**config.mk**
```make
export PLATFORM = sky130hd
export DESIGN_NAME = result_readout_flat
export DESIGN_NICKNAME = d
export VERILOG_FILES = /design/src/rtl/result_readout_pkg.sv /design/src/rtl/result_readout_if.sv /design/src/rtl/result_readout_word_serializer.sv /design/src/rtl/result_readout.sv /design/src/flat_wrapper.sv
export SDC_FILE = /design/constraint.sdc
export NUM_CORES = 1
export LEC_CHECK = 0
export BUFFER_PORTS_ARGS = -buffer_cell sky130_fd_sc_hd__buf_2
export CAP_MARGIN = 25
export CORE_ASPECT_RATIO = 0.5
export CORE_MARGIN = 4
export CORE_UTILIZATION = 50
export DETAILED_ROUTE_END_ITERATION = 12
export PLACE_DENSITY = 0.72
export SYNTH_ARGS = -nofsm -noshare
export SYNTH_HDL_FRONTEND = slang
export SYNTH_HIERARCHICAL = 1
export SYNTH_SLANG_ARGS = --single-unit
```
**constraint.sdc**
```tcl
create_clock -name clk -period 7.4 [get_ports clk]
set_clock_uncertainty 0.15 [all_clocks]
set_input_delay 1.85 -clock clk [delete_from_list [all_inputs] [get_ports clk]]
set_output_delay 1.85 -clock clk [all_outputs]
set_load 0.1 [all_outputs]
```
**src/rtl/result_readout_pkg.sv**
```systemverilog
// Shared types and constants for the result SRAM readout stage.
// Imported by the readout FSM and the word serializer.
package result_readout_pkg;

  typedef enum logic [2:0] {
    S_IDLE,
    S_REQ,
    S_WAIT,
    S_SEND,
    S_FIN
  } state_t;

  localparam int DEF_DATA_W = 32;
  localparam int DEF_BYTE_W = 8;
  localparam int BYTES_PER_WORD = DEF_DATA_W / DEF_BYTE_W;

  localparam logic CS_ACTIVE = 1'b0;
  localparam logic WE_READ   = 1'b1;

  function automatic int bytes_per_word(
    input int data_w,
    input int byte_w
  );
    return data_w / byte_w;
  endfunction

endpackage

```
**src/rtl/result_readout_if.sv**
```systemverilog
// SRAM read port plus byte-stream valid/ready bundle.
// master = readout stage, slave = SRAM model / stream consumer.
interface result_readout_if #(
  parameter int ADDR_W = 8,
  parameter int DATA_W = 32,
  parameter int BYTE_W = 8
);

  logic              ram_cs_n;
  logic              ram_we_n;
  logic [ADDR_W-1:0] ram_address;
  logic              ram_ry;
  logic [DATA_W-1:0] ram_rdata;
  logic [BYTE_W-1:0] dout;
  logic              dout_valid;
  logic              dout_ready;

  modport master (
    output ram_cs_n,
    output ram_we_n,
    output ram_address,
    input  ram_ry,
    input  ram_rdata,
    output dout,
    output dout_valid,
    input  dout_ready
  );

  modport slave (
    input  ram_cs_n,
    input  ram_we_n,
    input  ram_address,
    output ram_ry,
    output ram_rdata,
    input  dout,
    input  dout_valid,
    output dout_ready
  );

endinterface

```
**src/rtl/result_readout_word_serializer.sv**
```systemverilog
// Shifts one loaded word out MSB byte first over valid/ready.
// last pulses in the cycle the final byte is accepted.
module word_serializer
  import result_readout_pkg::*;
#(
  parameter int DATA_W = 32,
  parameter int BYTE_W = 8
) (
  input  logic              clk,
  input  logic              rst,
  input  logic              load,
  input  logic [DATA_W-1:0] data,
  output logic [BYTE_W-1:0] dout,
  output logic              dout_valid,
  input  logic              dout_ready,
  output logic              last
);

  localparam int BPW   = bytes_per_word(DATA_W, BYTE_W);
  localparam int CNT_W = (BPW > 1) ? $clog2(BPW) : 1;

  logic [DATA_W-1:0] shreg;
  logic [CNT_W-1:0]  cnt;
  logic              valid;
  logic              fire;

  assign fire       = valid & dout_ready;
  assign last       = fire && (cnt == CNT_W'(BPW - 1));
  assign dout_valid = valid;
  assign dout       = valid ? shreg[DATA_W-1 -: BYTE_W] : '0;

  always_ff @(posedge clk) begin
    if (rst) begin
      shreg <= '0;
      cnt   <= '0;
      valid <= 1'b0;
    end else if (load) begin
      shreg <= data;
      cnt   <= '0;
      valid <= 1'b1;
    end else if (fire) begin
      shreg <= shreg << BYTE_W;
      if (last) begin
        cnt   <= '0;
        valid <= 1'b0;
      end else begin
        cnt <= cnt + CNT_W'(1);
      end
    end
  end

endmodule

```
**src/rtl/result_readout.sv**
```systemverilog
// Reads NUM_WORDS SRAM words from BASE_ADDR, streams them as bytes
// and tracks the unsigned maximum word of the pass.
module result_readout
  import result_readout_pkg::*;
#(
  parameter int ADDR_W    = 8,
  parameter int DATA_W    = 32,
  parameter int BYTE_W    = 8,
  parameter int BASE_ADDR = 0,
  parameter int NUM_WORDS = 16
) (
  input  logic              clk,
  input  logic              rst,
  input  logic              start,
  result_readout_if.master  bus,
  output logic              busy,
  output logic              done,
  output logic [DATA_W-1:0] max_word
);

  localparam int WC_W = ADDR_W + 1;

  state_t            state;
  logic [WC_W-1:0]   word_cnt;
  logic [ADDR_W-1:0] addr;
  logic              cs_n;
  logic              load;
  logic              last;

  assign load            = (state == S_WAIT) && bus.ram_ry;
  assign bus.ram_cs_n    = cs_n;
  assign bus.ram_we_n    = WE_READ;
  assign bus.ram_address = addr;

  word_serializer #(
    .DATA_W(DATA_W),
    .BYTE_W(BYTE_W)
  ) u_ser (
    .clk       (clk),
    .rst       (rst),
    .load      (load),
    .data      (bus.ram_rdata),
    .dout      (bus.dout),
    .dout_valid(bus.dout_valid),
    .dout_ready(bus.dout_ready),
    .last      (last)
  );

  always_ff @(posedge clk) begin
    if (rst) begin
      state    <= S_IDLE;
      word_cnt <= '0;
      addr     <= '0;
      cs_n     <= ~CS_ACTIVE;
      busy     <= 1'b0;
      done     <= 1'b0;
      max_word <= '0;
    end else begin
      unique case (state)
        S_IDLE: begin
          done <= 1'b0;
          if (start) begin
            state    <= S_REQ;
            addr     <= ADDR_W'(BASE_ADDR);
            word_cnt <= '0;
            max_word <= '0;
            cs_n     <= CS_ACTIVE;
            busy     <= 1'b1;
          end
        end
        S_REQ: begin
          cs_n  <= ~CS_ACTIVE;
          state <= S_WAIT;
        end
        S_WAIT: begin
          if (bus.ram_ry) begin
            if (bus.ram_rdata > max_word)
              max_word <= bus.ram_rdata;
            state <= S_SEND;
          end
        end
        S_SEND: begin
          if (last) begin
            if (word_cnt == WC_W'(NUM_WORDS - 1)) begin
              state <= S_FIN;
              done  <= 1'b1;
              busy  <= 1'b0;
            end else begin
              word_cnt <= word_cnt + WC_W'(1);
              addr     <= addr + ADDR_W'(1);
              cs_n     <= CS_ACTIVE;
              state    <= S_REQ;
            end
          end
        end
        S_FIN: begin
          done  <= 1'b0;
          state <= S_IDLE;
        end
        default: state <= S_IDLE;
      endcase
    end
  end

endmodule
```
**src/flat_wrapper.sv**
```systemverilog
// flat-port wrapper written by rule: the top's interface ports become plain ports
module result_readout_flat import result_readout_pkg::*;
#(
  parameter int ADDR_W    = 8,
  parameter int DATA_W    = 32,
  parameter int BYTE_W    = 8,
  parameter int BASE_ADDR = 0,
  parameter int NUM_WORDS = 16
)
  (clk, rst, start, busy, done, max_word, bus_ram_cs_n, bus_ram_we_n, bus_ram_address, bus_ram_ry, bus_ram_rdata, bus_dout, bus_dout_valid, bus_dout_ready);
  result_readout_if #(.ADDR_W(ADDR_W), .DATA_W(DATA_W), .BYTE_W(BYTE_W)) bus_i ();
  input  logic clk;
  input  logic rst;
  input  logic start;
  output logic busy;
  output logic done;
  output logic [DATA_W-1:0] max_word;
  output wire logic [$bits(bus_i.ram_cs_n)-1:0] bus_ram_cs_n;
  output wire logic [$bits(bus_i.ram_we_n)-1:0] bus_ram_we_n;
  output wire logic [$bits(bus_i.ram_address)-1:0] bus_ram_address;
  input wire logic [$bits(bus_i.ram_ry)-1:0] bus_ram_ry;
  input wire logic [$bits(bus_i.ram_rdata)-1:0] bus_ram_rdata;
  output wire logic [$bits(bus_i.dout)-1:0] bus_dout;
  output wire logic [$bits(bus_i.dout_valid)-1:0] bus_dout_valid;
  input wire logic [$bits(bus_i.dout_ready)-1:0] bus_dout_ready;
  assign bus_ram_cs_n = bus_i.ram_cs_n;
  assign bus_ram_we_n = bus_i.ram_we_n;
  assign bus_ram_address = bus_i.ram_address;
  assign bus_i.ram_ry = bus_ram_ry;
  assign bus_i.ram_rdata = bus_ram_rdata;
  assign bus_dout = bus_i.dout;
  assign bus_dout_valid = bus_i.dout_valid;
  assign bus_i.dout_ready = bus_dout_ready;
  result_readout #(.ADDR_W(ADDR_W), .DATA_W(DATA_W), .BYTE_W(BYTE_W), .BASE_ADDR(BASE_ADDR), .NUM_WORDS(NUM_WORDS)) u_core (.clk(clk), .rst(rst), .start(start), .bus(bus_i), .busy(busy), .done(done), .max_word(max_word));
endmodule
```
==> results of run 1 <==
-- path summary, 6_finish.rpt --
path | end | cells past startpoint | from
hold reg to reg | u_core/bus.ram_cs_n | 1 | u_core/bus.ram_cs_n
hold / removal | u_core/bus.ram_cs_n | 1 | u_core/bus.ram_cs_n
setup / recovery | u_core/max_word[1] | 8 | bus_ram_rdata[30]
setup reg to reg | u_core/max_word[1] | 9 | u_core/max_word[23]
-- per-stage QoR --
| step | setup slack [ps] | total power [mW] |
|---|---|---|
| global route | 2690 | 1.37 |
| floorplan | 3390 | 0.750 |
| detailed placement | 2540 | 0.801 |
| global placement | 2620 | 0.796 |
| finish | 2870 | 1.31 |
| CTS | 2890 | 1.32 |
-- kinds of logic (layout without fill, tap and decap cells) --
family / after synthesis / after routing
other: 1 / 1
DFF: 90 / 90
and+or+nand+nor: 226 / 226
AOI/OAI and AO/OA: 73 / 73
adders and majority gates: 35 / 35
muxes: 34 / 34
buffers and inverters: 95 / 169
xor gates and xnor gates: 15 / 15
-- power breakdown --
group          total [mW]  internal [mW]  switching (mW)
Combinational       0.263         0.0888           0.174
Sequential          0.530          0.510          0.0201
Clock               0.515          0.328           0.187
-- registers in the layout, summed over array words and instances, names as in the netlist --
register / cells
u_core/busy: 1
u_core/max_word: 32
u_core/bus.ram_address: 8
u_core/word_cnt: 9
u_core/done: 1
u_core/u_ser/cnt: 2
u_core/u_ser/dout_valid: 1
u_core/bus.ram_cs_n: 1
u_core/u_ser/shreg: 32
u_core/state: 3
-- final cells by class --
type / count / area, µm² / area share [%]
clock buffer: 10 / 229 / 3.89
tap: 135 / 169 / 2.87
timing repair buffer: 95 / 526 / 8.93
sequential: 90 / 1800 / 30.6
multi-input combinational: 384 / 2830 / 48.1
inverter: 59 / 221 / 3.76
clock inverter: 5 / 104 / 1.77
-- routing by layer --
| layer | up-vias | part of all wire [%] | track usage, % |
|---|---|---|---|
| met2 | 86 | 45 | 31.9 |
| met5 | - | 0 | 0 |
| met4 | 0 | 0.79 | 4.20 |
| met1 | 1910 | 49 | 28.4 |
| met3 | 10 | 5.8 | 5.25 |
| li1 | 2109 | - | - |
-- worst register-to-register path: cells and delay by family, from the launching register on --
family | cells | cell delay, ps
buf+inv | 2 | 520
mux | 1 | 250
compound gates | 4 | 1120
flops | 1 | 400
fa+ha+maj | 1 | 320
simple gates | 1 | 530
-- synth_stat cells (5+ instances only) --
cell type | number | area, µm²
inv_1 | 59 | 221
nand3_1 | 5 | 25.0
nand4_1 | 11 | 68.8
mux2i_1 | 34 | 340
nor4_1 | 5 | 31.3
nor3_1 | 37 | 185
clkbuf_1 | 16 | 60.1
a2111oi_2 | 21 | 315
nand2b_1 | 33 | 206
xnor2_1 | 6 | 52.6
nand3b_1 | 9 | 67.6
buf_2 | 7 | 35.0
a21oi_1 | 28 | 140
xor2_1 | 9 | 78.8
ha_1 | 35 | 438
nor3_2 | 18 | 180
nor2_1 | 24 | 90.1
and2_1 | 8 | 50.1
nand2_1 | 59 | 221
dfxtp_1 | 90 | 1800
o21ai_0 | 5 | 25.0
==> metrics.cfg, run 1 <==
[status]
status = complete, no violations

[floorplan]
die_h_um = 79.2
rows = 25
die_w_um = 150
start_util_pct = 52.5
core_um2 = 9670
die_area_um2 = 11900
io-pin-count = 90

[setup_path]
max_stage_delay_ps = 680
crit_path_end_kind = register
r2r_slack_ps = 4040
worstPathArrival_ps = 4640
critPathKind = in2reg
crit_slowest_cell = a32oi_4
crit_buf_inv = 2
crit_fanout = 19
critPathRequiredTime_ps = 7510
cp-start-kind = input port
path_cells = buf_2 -> ha_1 -> nand4_1 -> nor4_1 -> nand2_1 -> a32oi_4 -> buf_4 -> mux2i_1
crit_family = simple AND/OR/NAND/NOR gates

[synthesis]
synthesis.nets = 641
synth-compound-area-share_pct = 12.9
synthArstFlopShare_pct = 0
avgSynthCellArea_um2 = 8.92
synth_edf_count = 0
synth_cell_types = 48
synth-simple-area-share_pct = 24.7
syn-instance-count = 569
yosys_warnings = 6
synth_top_family_by_area = simple AND/OR/NAND/NOR gates
synth_seq_area_share_pct = 35.5
synthAdderAreaFrac_pct = 8.63
synth_mux_area_share_pct = 6.70
ys_ff_latch = 90
synth-xor-area-share_pct = 2.59
ys.flop_type = dfxtp_1
syn_area_um2 = 5080

[clocking]
cts_tree = yes
post_cts_resize_count = 0
numCtsBuffers = 9
post_cts_buffers = 0
cts_buffer_depth = 2
clockRootBuffer = clkbuf_16
insertion_delay_ps = 330
clk_pin_slew_ps = 60
cts-htree-levels = 3
ctsHoldBuffers = 0
cts_sinks = 90

[detailed_routing]
drt_first_pass_iters = 4
drtIter0Drc = 229
ant_nets = 0
route.detailed.drc = 0
dr_total_vias = 4115
via_per_inst = 5.29
wl_per_cell_um = 15.0
wirelength_um = 11700

[global_routing]
grt_max_degree = 93
grt_pass1_vias = 3877
antenna_found_initial = 0
grt_usage_pct = 20.4
overflow = 0
grt_pass1_wl_um = 19500

[sta]
hold_viol = 0
slew_viol_final = 0
rsz0062_at_grt = no
finalSetupViolCount = 0
whs_ps = 323
timing.final.crit_period_ps = 4530
timing.fmax_ghz = 0.221
timing.slew.headroom_pct = 38.3
fin_setup_tns_ps = 0
tightest_slew_ps = 925
finalCritPeriodShare_pct = 61.2

[placement]
dp.cells = 761
dp_hpwl_um = 8240
place_congestion = 0.867
io_buffers = 88
place_area_um2 = 5500

[power_and_ir_drop]
p_leak_nw = 2.50
peakVddDrop_mv = 0.139
p_per_area_nw_per_um2 = 222

[layout]
final_design_area_no_fill_um2 = 5880
drive_above_1_share_pct = 24.1
nets = 711
mostFrequentLayoutCells = 90 x dfxtp_1, 88 x buf_2, 59 x inv_1, 59 x nand2_1, 36 x nor3_1
nFillCells = 851
final_common_cell = dfxtp_1
syn2layout_area_growth_pct = 15.9
finalNonFillerCells = 778
num_antenna_cells = 0
finalCoreUtilization_pct = 60.9

[flow_run]
drv_cap = 0

[worst_hold_path]
hold_path.class = reg2reg

Note: power is estimated with default switching activity, not from simulation.
==> run 2: changes to the inputs <==
- ABC_AREA: unset -> 1
- PLACE_DENSITY: 0.72 -> 0.74
- clock period: 7.4 -> 4.11 ns (I/O delays scaled with it)
==> run 2 against run 1 <==
Effect of this change: via count up 23%; routed wire length up 15%; non-clock buffer count fell by 2; cell area rose by 4.0%; combinational power grew to 9.0 times the previous value; worst setup slack got worse by 1800 ps; die area up 7.1%; area after synthesis rose by 7.7%; sequential power increased by 110%; sequential cell count did not move; synthesized cell count grew 37%; critical endpoint is now u_core/max_word[4].
==> metrics.cfg, run 2 <==
[global_routing]
antenna_found_initial = 0  ; unchanged
overflow = 0  ; unchanged
grt_max_degree = 59  ; -37%
grt_usage_pct = 21.9  ; +1.5 points
grt_pass1_wl_um = 22400  ; +15%
grt_pass1_vias = 4603  ; +19%

[setup_path]
cp-start-kind = register
crit_buf_inv = 3  ; +1
path_cells = inv_1 -> nor2_1 -> nand2_1 -> nor2_1 -> inv_1 -> nand2_1 -> inv_2 -> nand2_1 -> nand2_1 -> nand2_1 -> nor2_1
crit_path_end_kind = register
crit_slowest_cell = inv_2
r2r_start = u_core/state[1]
critPathKind = reg2reg
crit_fanout = 49  ; +30
worstPathArrival_ps = 3180  ; -1460 ps
crit_family = simple AND/OR/NAND/NOR gates
reg2reg_to = u_core/max_word[4]
r2r_cells = 11  ; +2
critPathRequiredTime_ps = 4240  ; -3270 ps
crit_top_cell = nand2_1
r2r_slack_ps = 1060  ; -2980 ps
max_stage_delay_ps = 610  ; -70 ps

[synthesis]
avgSynthCellArea_um2 = 7.02  ; -21%
synth_seq_area_share_pct = 33.0  ; -2.5 points
ys.flop_type = dfxtp_1
ys_ff_latch = 90  ; unchanged
yosysTopAreaCell = dfxtp_1
synth_edf_count = 0  ; unchanged
synthesis.nets = 851  ; +33%
synthTopCellsByArea = dfxtp_1 33%, nand2_1 17%, ha_1 8.0%, a21oi_1 6.0%, inv_1 5.6%
synth_top_area_share_pct = 33.0  ; -2.5 points
synthArstFlopShare_pct = 0  ; unchanged
synth_cell_types = 42  ; -13%
syn-instance-count = 779  ; +37%
yosysMostFrequentCell = nand2_1
yosys_warnings = 6  ; unchanged
syn_area_um2 = 5470  ; +7.7%
synth_top_cells_by_count = 244 x nand2_1, 90 x dfxtp_1, 82 x inv_1, 80 x nor2_1, 65 x a21oi_1

[sta]
finalCritPeriodShare_pct = 74.3
fin_setup_tns_ps = 0  ; unchanged
finalSetupViolCount = 0  ; unchanged
timing.fmax_ghz = 0.328
timing.slew.headroom_pct = 41.6  ; +3.3 points
rsz0062_at_grt = no
hold_viol = 0  ; unchanged
timing.final.crit_period_ps = 3050
slew_viol_final = 0  ; unchanged
tightest_slew_ps = 875  ; -50.7 ps

[floorplan]
start_util_pct = 52.3  ; -0.17 points
die_area_um2 = 12800  ; +7.1%
die_w_um = 156  ; +3.6%
rows = 26  ; +4.0%
die_h_um = 81.9  ; +3.4%
core_um2 = 10400  ; +8.0%
io-pin-count = 90  ; unchanged

[layout]
finalCoreUtilization_pct = 58.6  ; -2.3 points
nets = 915  ; +29%
mostFrequentLayoutCells = 244 x nand2_1, 90 x dfxtp_1, 88 x buf_2, 82 x inv_1, 79 x nor2_1
syn2layout_area_growth_pct = 12.0
num_antenna_cells = 0  ; unchanged
final_common_cell = nand2_1
reg_top3 = u_core/max_word (32), u_core/u_ser/shreg (32), u_core/word_cnt (9)
drive_above_1_share_pct = 20.6  ; -3.5 points
nFillCells = 1025  ; +20%

[clocking]
cts_buffer_depth = 2  ; unchanged
post_cts_resize_count = 0  ; unchanged
cts_tree = yes
clockRootBuffer = clkbuf_16
insertion_delay_ps = 340  ; about the same
clk_pin_slew_ps = 60  ; about the same
post_cts_buffers = 0  ; unchanged
numCtsBuffers = 9  ; unchanged
ctsHoldBuffers = 0  ; unchanged
cts-htree-levels = 3  ; unchanged
cts_sinks = 90  ; unchanged

[power_and_ir_drop]
peakVddDrop_mv = 0.539  ; +290%
p_leak_nw = 2.86  ; +14%
p_per_area_nw_per_um2 = 720  ; +220%

[worst_hold_path]
hp-start = u_core/u_ser/cnt[1]
hold_path.class = reg2reg
holdPathStages = 2  ; +1
worstHoldEndpoint = u_core/u_ser/cnt[1]

[flow_run]
drv_cap = 0  ; unchanged

[placement]
io_buffers = 88  ; unchanged
dp_hpwl_um = 9550  ; +16%
place_congestion = 0.863  ; -0.51%

[detailed_routing]
drtIter0Drc = 304  ; +33%
route.detailed.drc = 0  ; unchanged
via_per_inst = 5.10  ; -3.5%
wl_per_cell_um = 13.6  ; -9.1%
wirelength_um = 13500  ; +15%
dr_total_vias = 5043  ; +23%
ant_nets = 0  ; unchanged
drt_first_pass_iters = 5  ; +1

[status]
status = complete, no violations

run 2: per-layer routing:
metal	GRT usage, %	vias up	share of wire (%)
met4	5.94	0	1.2
li1	-	2582	-
met3	5.21	14	6.4
met2	35.9	130	46
met1	29.2	2317	47
met5	0	-	0
run 2: layout make-up:
class	count	area [µm²]	area share, %
multi-input combinational	560	3000	49.1
sequential	90	1800	29.4
clock buffer	12	246	4.03
timing repair buffer	93	478	7.81
clock inverter	4	75.1	1.23
inverter	89	342	5.58
tap	140	175	2.86
run 2: metrics by stage:
stage	area, µm²	worst slack, ps	power (mW)	std cells	hold WS, ps
global placement	5800	1010	3.47	972	309
floorplan	5470	1100	3.19	779	293
detailed placement	5800	956	3.51	972	313
CTS	6120	1130	4.42	988	323
finish	6120	1060	4.40	988	324
global route	6120	712	4.72	988	342
run 2: worst min-delay path, stage by stage (launching register included):
cell and delay (ps):
dfxtp_1 310, nand2_1 60, a21oi_1 60
run 2: cell families (layout without fill, tap and decap cells):
family	count (synthesis)	after routing	share of synthesized area [%]
simple gates	420	420	35.3
buf+inv	129	198	12.2
other cells	1	1	0.0686
flops	90	90	33.0
fa+ha+maj	35	35	8.01
compound gates	104	104	11.5
run 2: worst max-delay path by stage:
| stage | cells after the start | to | startpoint | slack [ps] |
|---|---|---|---|---|
| floorplan | 3 | bus_dout[0] | u_core/u_ser/dout_valid | 1100 |
| global placement | 13 | u_core/max_word[21] | bus_ram_rdata[31] | 1010 |
| detailed placement | 13 | u_core/max_word[4] | bus_ram_rdata[31] | 960 |
| CTS | 10 | u_core/max_word[21] | u_core/state[1] | 1130 |
| global route | 11 | u_core/max_word[4] | u_core/state[1] | 710 |
| finish | 11 | u_core/max_word[4] | u_core/state[1] | 1060 |
run 2: power breakdown:
group | total [mW] | switching (mW) | internal [mW] | leakage (nW)
Sequential | 1.13 | 0.108 | 1.02 | 0.733
Clock | 0.897 | 0.347 | 0.550 | 0.149
Combinational | 2.38 | 1.82 | 0.553 | 1.98
